[src/rtl/dds_key_ctrl.sv]
// dds_key_ctrl: DDS parameter controller driven by three debounced active-low keys.
// Latency: a key edge seen on the internal key register updates the outputs one clk later, so 2 clk after the raw key falls.
// Backpressure: none. Steps are applied as keys dictate, and cfg_valid pulses for one cycle whenever a value changes.
//
// Ports:
//   clk, rst_n               clock, asynchronous active-low reset
//   key_mode_n/up_n/dn_n     debounced key levels, 0 = pressed
//   edit_sel                 edit target: 0 = FREQ, 1 = WAVE, 2 = AMP
//   freq_word                DDS frequency tuning word
//   wave_sel                 0 = sine, 1 = square, 2 = triangle, 3 = sawtooth
//   amp_sel                  amplitude attenuation code, 7 = full scale
//   cfg_valid                one-cycle pulse in the cycle the outputs change
module dds_key_ctrl #(
  parameter int unsigned     FW       = 32,
  parameter logic [FW-1:0]   F_STEP   = 32'd85_899,
  parameter logic [FW-1:0]   F_MIN    = 32'd85_899,
  parameter logic [FW-1:0]   F_MAX    = 32'd858_993_459,
  parameter logic [FW-1:0]   F_INIT   = 32'd85_899_346,
  parameter int unsigned     LONG_CYC = 25_000_000,
  parameter int unsigned     REP_CYC  = 5_000_000
) (
  input  logic          clk,
  input  logic          rst_n,
  input  logic          key_mode_n,
  input  logic          key_up_n,
  input  logic          key_dn_n,
  output logic [1:0]    edit_sel,
  output logic [FW-1:0] freq_word,
  output logic [1:0]    wave_sel,
  output logic [2:0]    amp_sel,
  output logic          cfg_valid
);

  localparam int unsigned CNT_MAX = (LONG_CYC > REP_CYC) ? LONG_CYC : REP_CYC;
  localparam int unsigned CW      = $clog2(CNT_MAX + 1);
  localparam logic [CW-1:0] LONG_LAST = CW'(LONG_CYC - 1);
  localparam logic [CW-1:0] REP_LAST  = CW'(REP_CYC - 1);
  // Below this threshold a down step would undershoot F_MIN. It is computed
  // one bit wider so that F_MIN + F_STEP cannot wrap.
  localparam logic [FW:0] F_DN_TH = {1'b0, F_MIN} + {1'b0, F_STEP};

  typedef enum logic [1:0] {IDLE, PRESS, REPEAT} state_t;

  // Key level registers and their previous values. Both reset to released,
  // so a key held through reset release is seen as a fresh press.
  logic mode_q, up_q, dn_q;
  logic mode_p, up_p, dn_p;
  logic mode_press, up_press, dn_press;

  state_t        state, state_nxt;
  logic          dir_up, dir_up_nxt;
  logic [CW-1:0] cnt, cnt_nxt;
  logic          step, step_up, act_held;
  logic [1:0]    edit_nxt;

  logic [FW:0]   freq_sum;
  logic [FW-1:0] freq_nxt;
  logic [1:0]    wave_nxt;
  logic [2:0]    amp_nxt;
  logic          changed;

  always_ff @(posedge clk or negedge rst_n) begin
    if (!rst_n) begin
      mode_q <= 1'b1;
      up_q   <= 1'b1;
      dn_q   <= 1'b1;
      mode_p <= 1'b1;
      up_p   <= 1'b1;
      dn_p   <= 1'b1;
    end else begin
      mode_q <= key_mode_n;
      up_q   <= key_up_n;
      dn_q   <= key_dn_n;
      mode_p <= mode_q;
      up_p   <= up_q;
      dn_p   <= dn_q;
    end
  end

  assign mode_press = mode_p & ~mode_q;
  assign up_press   = up_p & ~up_q;
  assign dn_press   = dn_p & ~dn_q;
  assign act_held   = dir_up ? ~up_q : ~dn_q;

  // Adjust FSM. The direction is latched on entry to PRESS, and the other
  // adjust key is ignored until the active key is released.
  always_comb begin
    state_nxt  = state;
    dir_up_nxt = dir_up;
    cnt_nxt    = cnt;
    step       = 1'b0;
    step_up    = dir_up;
    edit_nxt   = edit_sel;
    case (state)
      IDLE: begin
        cnt_nxt = '0;
        if (mode_press)
          edit_nxt = (edit_sel == 2'd2) ? 2'd0 : edit_sel + 2'd1;
        if (up_press && dn_q) begin
          step       = 1'b1;
          step_up    = 1'b1;
          dir_up_nxt = 1'b1;
          state_nxt  = PRESS;
        end else if (dn_press && up_q) begin
          step       = 1'b1;
          step_up    = 1'b0;
          dir_up_nxt = 1'b0;
          state_nxt  = PRESS;
        end
      end
      PRESS: begin
        if (!act_held) begin
          state_nxt = IDLE;
          cnt_nxt   = '0;
        end else if (cnt == LONG_LAST) begin
          step      = 1'b1;
          cnt_nxt   = '0;
          state_nxt = REPEAT;
        end else begin
          cnt_nxt = cnt + CW'(1);
        end
      end
      REPEAT: begin
        if (!act_held) begin
          state_nxt = IDLE;
          cnt_nxt   = '0;
        end else if (cnt == REP_LAST) begin
          step    = 1'b1;
          cnt_nxt = '0;
        end else begin
          cnt_nxt = cnt + CW'(1);
        end
      end
      default: begin
        state_nxt = IDLE;
        cnt_nxt   = '0;
      end
    endcase
  end

  // Apply a step to the target selected by edit_sel.
  always_comb begin
    freq_nxt = freq_word;
    wave_nxt = wave_sel;
    amp_nxt  = amp_sel;
    freq_sum = {1'b0, freq_word} + {1'b0, F_STEP};
    if (step) begin
      case (edit_sel)
        2'd0: begin
          if (step_up)
            freq_nxt = (freq_sum > {1'b0, F_MAX}) ? F_MAX : freq_sum[FW-1:0];
          else
            freq_nxt = ({1'b0, freq_word} < F_DN_TH) ? F_MIN : freq_word - F_STEP;
        end
        2'd1: wave_nxt = step_up ? wave_sel + 2'd1 : wave_sel - 2'd1;
        2'd2: begin
          if (step_up)
            amp_nxt = (amp_sel == 3'd7) ? 3'd7 : amp_sel + 3'd1;
          else
            amp_nxt = (amp_sel == 3'd0) ? 3'd0 : amp_sel - 3'd1;
        end
        default: ;
      endcase
    end
    // A step that hits a saturation limit changes nothing and does not pulse.
    changed = (freq_nxt != freq_word) || (wave_nxt != wave_sel) || (amp_nxt != amp_sel);
  end

  always_ff @(posedge clk or negedge rst_n) begin
    if (!rst_n) begin
      state     <= IDLE;
      dir_up    <= 1'b1;
      cnt       <= '0;
      edit_sel  <= 2'd0;
      freq_word <= F_INIT;
      wave_sel  <= 2'd0;
      amp_sel   <= 3'd7;
      cfg_valid <= 1'b0;
    end else begin
      state     <= state_nxt;
      dir_up    <= dir_up_nxt;
      cnt       <= cnt_nxt;
      edit_sel  <= edit_nxt;
      freq_word <= freq_nxt;
      wave_sel  <= wave_nxt;
      amp_sel   <= amp_nxt;
      cfg_valid <= changed;
    end
  end

endmodule

[config.mk]
export PLATFORM = sky130hd
export DESIGN_NAME = dds_key_ctrl
export DESIGN_NICKNAME = d
export VERILOG_FILES = /design/src/rtl/dds_key_ctrl.sv
export SDC_FILE = /design/constraint.sdc
export NUM_CORES = 1
export LEC_CHECK = 0
export ABC_AREA = 1
export CELL_PAD_IN_SITES_DETAIL_PLACEMENT = 1
export CELL_PAD_IN_SITES_GLOBAL_PLACEMENT = 1
export CORE_UTILIZATION = 43
export CTS_CLUSTER_DIAMETER = 120
export DETAILED_ROUTE_END_ITERATION = 8
export PLACE_DENSITY_LB_ADDON = 0.1
export REMOVE_ABC_BUFFERS = 1
export SETUP_SLACK_MARGIN = 0.1
export SLEW_MARGIN = 15
export SYNTH_ARGS = -nofsm -noshare
export SYNTH_HDL_FRONTEND = slang
export SYNTH_SLANG_ARGS = --single-unit
[constraint.sdc]
create_clock -name clk -period 3.37 [get_ports clk]
set_input_delay 0.5055 -clock clk [delete_from_list [all_inputs] [get_ports clk]]
set_output_delay 0.5055 -clock clk [all_outputs]
set_load 0.02 [all_outputs]
==> results.json, run 1 <==
{
  "synth_area_leaders": "dfrtp_1 (18%), nand2_1 (18%), nand3_1 (9.8%)",
  "synth-main-ff-cell": "dfrtp_1",
  "lastStage": "global routing",
  "grt_max_degree": 75,
  "netlist.top_cell.by_area": "dfrtp_1",
  "placed_area_um2": 8800,
  "status": "did not finish",
  "die_w_um": 131,
  "synth-edff-count": 0,
  "firstError": "[ERROR GRT-0232] Routing congestion too high. Check the congestion heatmap in the GUI.",
  "cts-root-buf": "clkbuf_16",
  "gp_congestion": 1.00,
  "synth_seq_cells": 74,
  "yosys_warnings": 0,
  "postCtsHoldBufs": 0,
  "synth_area_um2": 7140,
  "grt_usage_pct": 60.3,
  "clk_path_buf_depth": 2,
  "crit_endpoint": "cfg_valid$_DFF_PN0_/D",
  "synthDistinctLibCells": 50,
  "dp.cells": 1552,
  "io_buffers": 44,
  "hpwlAfterDp_um": 24300,
  "overflow": 4,
  "synth.top_cell.area_share_pct": 17.9,
  "avgSynthCellArea_um2": 6.06,
  "syn_inst": 1178,
  "start_util_pct": 44.5,
  "ys_seq_area_share_pct": 26.3,
  "io_pins": 45,
  "htreeDepth": 3,
  "worst_endpoint_kind": "sequential cell input",
  "fp-row-count": 46,
  "async_reset_ff_share_pct": 100,
  "dieHeight_um": 131,
  "numCtsBuffers": 9,
  "cts_sinks": 74
}
[cell usage after synthesis (10+ instances only)]
cell type / instances
ha_1: 11
nor3_1: 27
a21oi_1: 38
nand3_1: 140
nor2_2: 12
xor2_1: 26
dfrtp_1: 51
nand2_1: 340
nor2_1: 171
buf_2: 15
inv_2: 19
nand4_1: 23
buf_4: 10
inv_1: 116
nand2_2: 12
dfstp_2: 23
o21ai_0: 48
[timing repair]
item                                    CTS
setup buffers                            21
pin swaps                                30
cloned                                    2
endpoints found under the setup margin    1
resized for setup                        84
[through the flow]
stage	worst slack, ns	utilization, %
after floorplan	-0.283	-
after global placement	-0.148	54.8
after detailed placement	-0.226	54.8
after CTS	0.101	59.9
[logic make-up after synthesis]
| logic type | Yosys count | share of synthesized area, % |
|---|---|---|
| flops | 74 | 26.3 |
| compound gates | 118 | 9.36 |
| xor+xnor | 29 | 3.66 |
| buf+inv | 185 | 11.0 |
| simple gates | 761 | 47.7 |
| fa+ha+maj | 11 | 1.93 |
[routing by layer]
metal  GRT overflow  global-route usage (%)
met5              0                    10.9
met2              2                    84.1
met1              0                    62.3
met3              0                    36.8
met4              2                    54.0
==> run 2: changes to the inputs <==
==> config.mk (replaced) <==
export PLATFORM = sky130hd
export DESIGN_NAME = dds_key_ctrl
export DESIGN_NICKNAME = d
export VERILOG_FILES = /design/src/rtl/dds_key_ctrl.sv
export SDC_FILE = /design/constraint.sdc
export NUM_CORES = 1
export LEC_CHECK = 0
export ABC_AREA = 1
export CORE_UTILIZATION = 40
export DETAILED_ROUTE_END_ITERATION = 8
export PLACE_DENSITY_LB_ADDON = 0.15
export REMOVE_ABC_BUFFERS = 1
export SLEW_MARGIN = 15
export SYNTH_ARGS = -nofsm -noshare
export SYNTH_HDL_FRONTEND = slang
export SYNTH_SLANG_ARGS = --single-unit
==> run 2 against run 1 <==
Net effect: the flow now finishes, with violations (setup timing); synthesized area unchanged; synthesized cell count stayed put.
==> results.json, run 2 <==
{
  "drive_above_1_share_pct": 21.5,
  "syn_inst": 1178,
  "grt_first_pass_wirelength_um": 41700,
  "post-route-util_pct": 53.1,
  "power.leakage_nw": 4.40,
  "cp_slowest_cell": "dfrtp_1",
  "clkTransAtPathRegs_ns": 0.06,
  "start_util_pct": 41.1,
  "rsz0062_at_grt": "true",
  "status": "complete, but fails checks",
  "synth_top_cells_by_count": "nand2_1 (340), nor2_1 (171), nand3_1 (140), inv_1 (116), dfrtp_1 (51)",
  "post-route-drc-count": 0,
  "maxSlewHeadroom_pct": 34.4,
  "multi_input_area_um2": 4680,
  "grt_max_degree": 75,
  "synthToLayoutAreaGrowth_pct": 29.0,
  "synth_seq_cells": 74,
  "period_minus_slack_ns": 3.43,
  "core_area_um2": 17400,
  "die_w_um": 136,
  "synth_area_leaders": "dfrtp_1 (18%), nand2_1 (18%), nand3_1 (9.8%)",
  "synth.top_cell.area_share_pct": 17.9,
  "fin_crit_sh_pct": 102,
  "crit_path_max_incr_delay_ns": 0.51,
  "vias": 8309,
  "layout_setup_ws_ns": -0.0556,
  "final_common_cell": "nand2_1",
  "finClkSkew_ns": 0.00815,
  "insertion_delay_ns": 0.35,
  "required_ns": 3.61,
  "crit_arrival_ns": 3.67,
  "cts_tree": "yes",
  "viasPerCell": 5.34,
  "fp-row-count": 48,
  "violations": "setup timing",
  "yosysMostFrequentCell": "nand2_1",
  "synth_area_um2": 7140,
  "top_regs": "freq_word (32), cnt (25), amp_sel (3)",
  "regArea_um2": 1880,
  "dieHeight_um": 136,
  "cts_sinks": 74,
  "overflow": 0,
  "dp.cells": 1527,
  "most-common-layout-cells": "nand2_1 (326), nor2_1 (161), nand3_1 (132)",
  "hold_class": "primary input to async pin",
  "cp_max_fo": 7,
  "largest_reg_flops": 32,
  "antenna_cells": 0,
  "cp_cell_sequence": "buf_4 -> inv_1 -> nor3_1 -> a311oi_1 -> o21ai_1 -> buf_4 -> nand2_1 -> buf_4 -> nor2_1 -> nor3_1 -> nand3_1 -> nand2_1 -> nor2_2 -> nand2_1 -> nor2_2 -> nand2_1 -> nor2_1 -> nand2_1",
  "ys_seq_area_share_pct": 26.3,
  "numCtsBuffers": 9,
  "finalPower_mw": 8.93,
  "dieArea_um2": 18400,
  "first_global_vias": 7667,
  "avgSynthCellArea_um2": 6.06,
  "crit_buf_inv": 4,
  "synth-edff-count": 0,
  "fmax_ghz": 0.292,
  "async_reset_ff_share_pct": 100,
  "maxSlewViolCount": 0,
  "wl_per_cell_um": 17.2,
  "fillers": 1737,
  "htreeDepth": 3,
  "routed_wl_um": 26800,
  "cp-end-kind": "flop",
  "max_cap_viol_count": 0,
  "io_buffers": 44,
  "tns_ns": -0.0556,
  "first_iter_violations": 826,
  "pre_cts_ws_ns": -0.104,
  "clk_path_buf_depth": 2,
  "top_register": "freq_word",
  "gp_congestion": 1.02,
  "final_cells": 1557,
  "nets": 1343,
  "synthDistinctLibCells": 50,
  "netlist.top_cell.by_area": "dfrtp_1",
  "first_pass_iters": 7,
  "antenna_found_initial": 0,
  "setup_viol": 1,
  "io_pins": 45,
  "hpwlAfterDp_um": 20500,
  "cp_top_family": "simple AND/OR/NAND/NOR gates",
  "cellPowerDensity_nw_per_um2": 970,
  "synth-main-ff-cell": "dfrtp_1",
  "cts-root-buf": "clkbuf_16",
  "crit_type": "flop to flop",
  "postCtsHoldBufs": 0,
  "drtAntennaViolNets": 0,
  "start_kind": "flop",
  "crit_path_frequent_cell": "nand2_1",
  "irDropWorstVdd_v": 0.000576,
  "grt_usage_pct": 29.9,
  "yosys_warnings": 0,
  "worst_slew_pin_slew_ns": 0.984,
  "ff2ff_setup_slack_ns": -0.06,
  "hold_viol": 0
}
run 2: what timing repair did:
item,in CTS,in global routing
resized for setup,8,52
cloned,1,1
pin swaps,3,26
setup endpoints to repair,1,1
setup buffers,1,11
run 2: worst paths after layout:
kind | start | to | depth (start not counted)
max in group asynchronous | rst_n | freq_word[0]$_DFF_PN0_ | 1
min in group clk | mode_q$_DFF_PN1_ | mode_p$_DFF_PN1_ | 0
hold reg to reg | mode_q$_DFF_PN1_ | mode_p$_DFF_PN1_ | 0
setup / recovery | freq_word[10]$_DFF_PN0_ | cfg_valid$_DFF_PN0_ | 18
setup reg to reg | freq_word[10]$_DFF_PN0_ | cfg_valid$_DFF_PN0_ | 18
hold / removal | rst_n | cnt[9]$_DFF_PN0_ | 1
run 2: where the power goes:
part | switching, mW | internal (mW) | total (mW)
clock | 0.434 | 0.579 | 1.01
combinational | 3.84 | 2.48 | 6.32
sequential | 0.394 | 1.21 | 1.61
total | 4.67 | 4.27 | 8.93
run 2: stage by stage:
stage	hold WS [ns]	instance area, um^2
after floorplan	0.210	6890
after global placement	0.359	8560
after detailed placement	0.363	8560
after CTS	0.367	8930
after global routing	0.376	9210
final	0.304	9210
run 2: cell families after synthesis:
| family | count (synthesis) | share of synthesized area, % |
|---|---|---|
| buffers and inverters | 185 | 11.0 |
| and+or+nand+nor | 761 | 47.7 |
| adders and majority gates | 11 | 1.93 |
| DFF | 74 | 26.3 |
| AOI/OAI and AO/OA | 118 | 9.36 |
| xor gates and xnor gates | 29 | 3.66 |
run 2: metal layers:
metal / wire [um] / global-route usage, % / share of wire [%]
met1: 11800 / 41.9 / 44
met2: 11600 / 44.8 / 43
met5: 0 / 0 / 0
met4: 1130 / 13.8 / 4.2
met3: 2300 / 4.75 / 8.6
run 2: area by class of cell:
| type | count | share of cell area [%] |
|---|---|---|
| Multi-Input combinational cell | 920 | 50.8 |
| Inverter | 143 | 5.83 |
| Tap cell | 225 | 3.06 |
| Clock inverter | 7 | 0.829 |
| Sequential cell | 74 | 20.4 |
| Clock buffer | 9 | 2.45 |
| Timing Repair Buffer | 179 | 16.6 |
(Power assumes the default switching activity.)
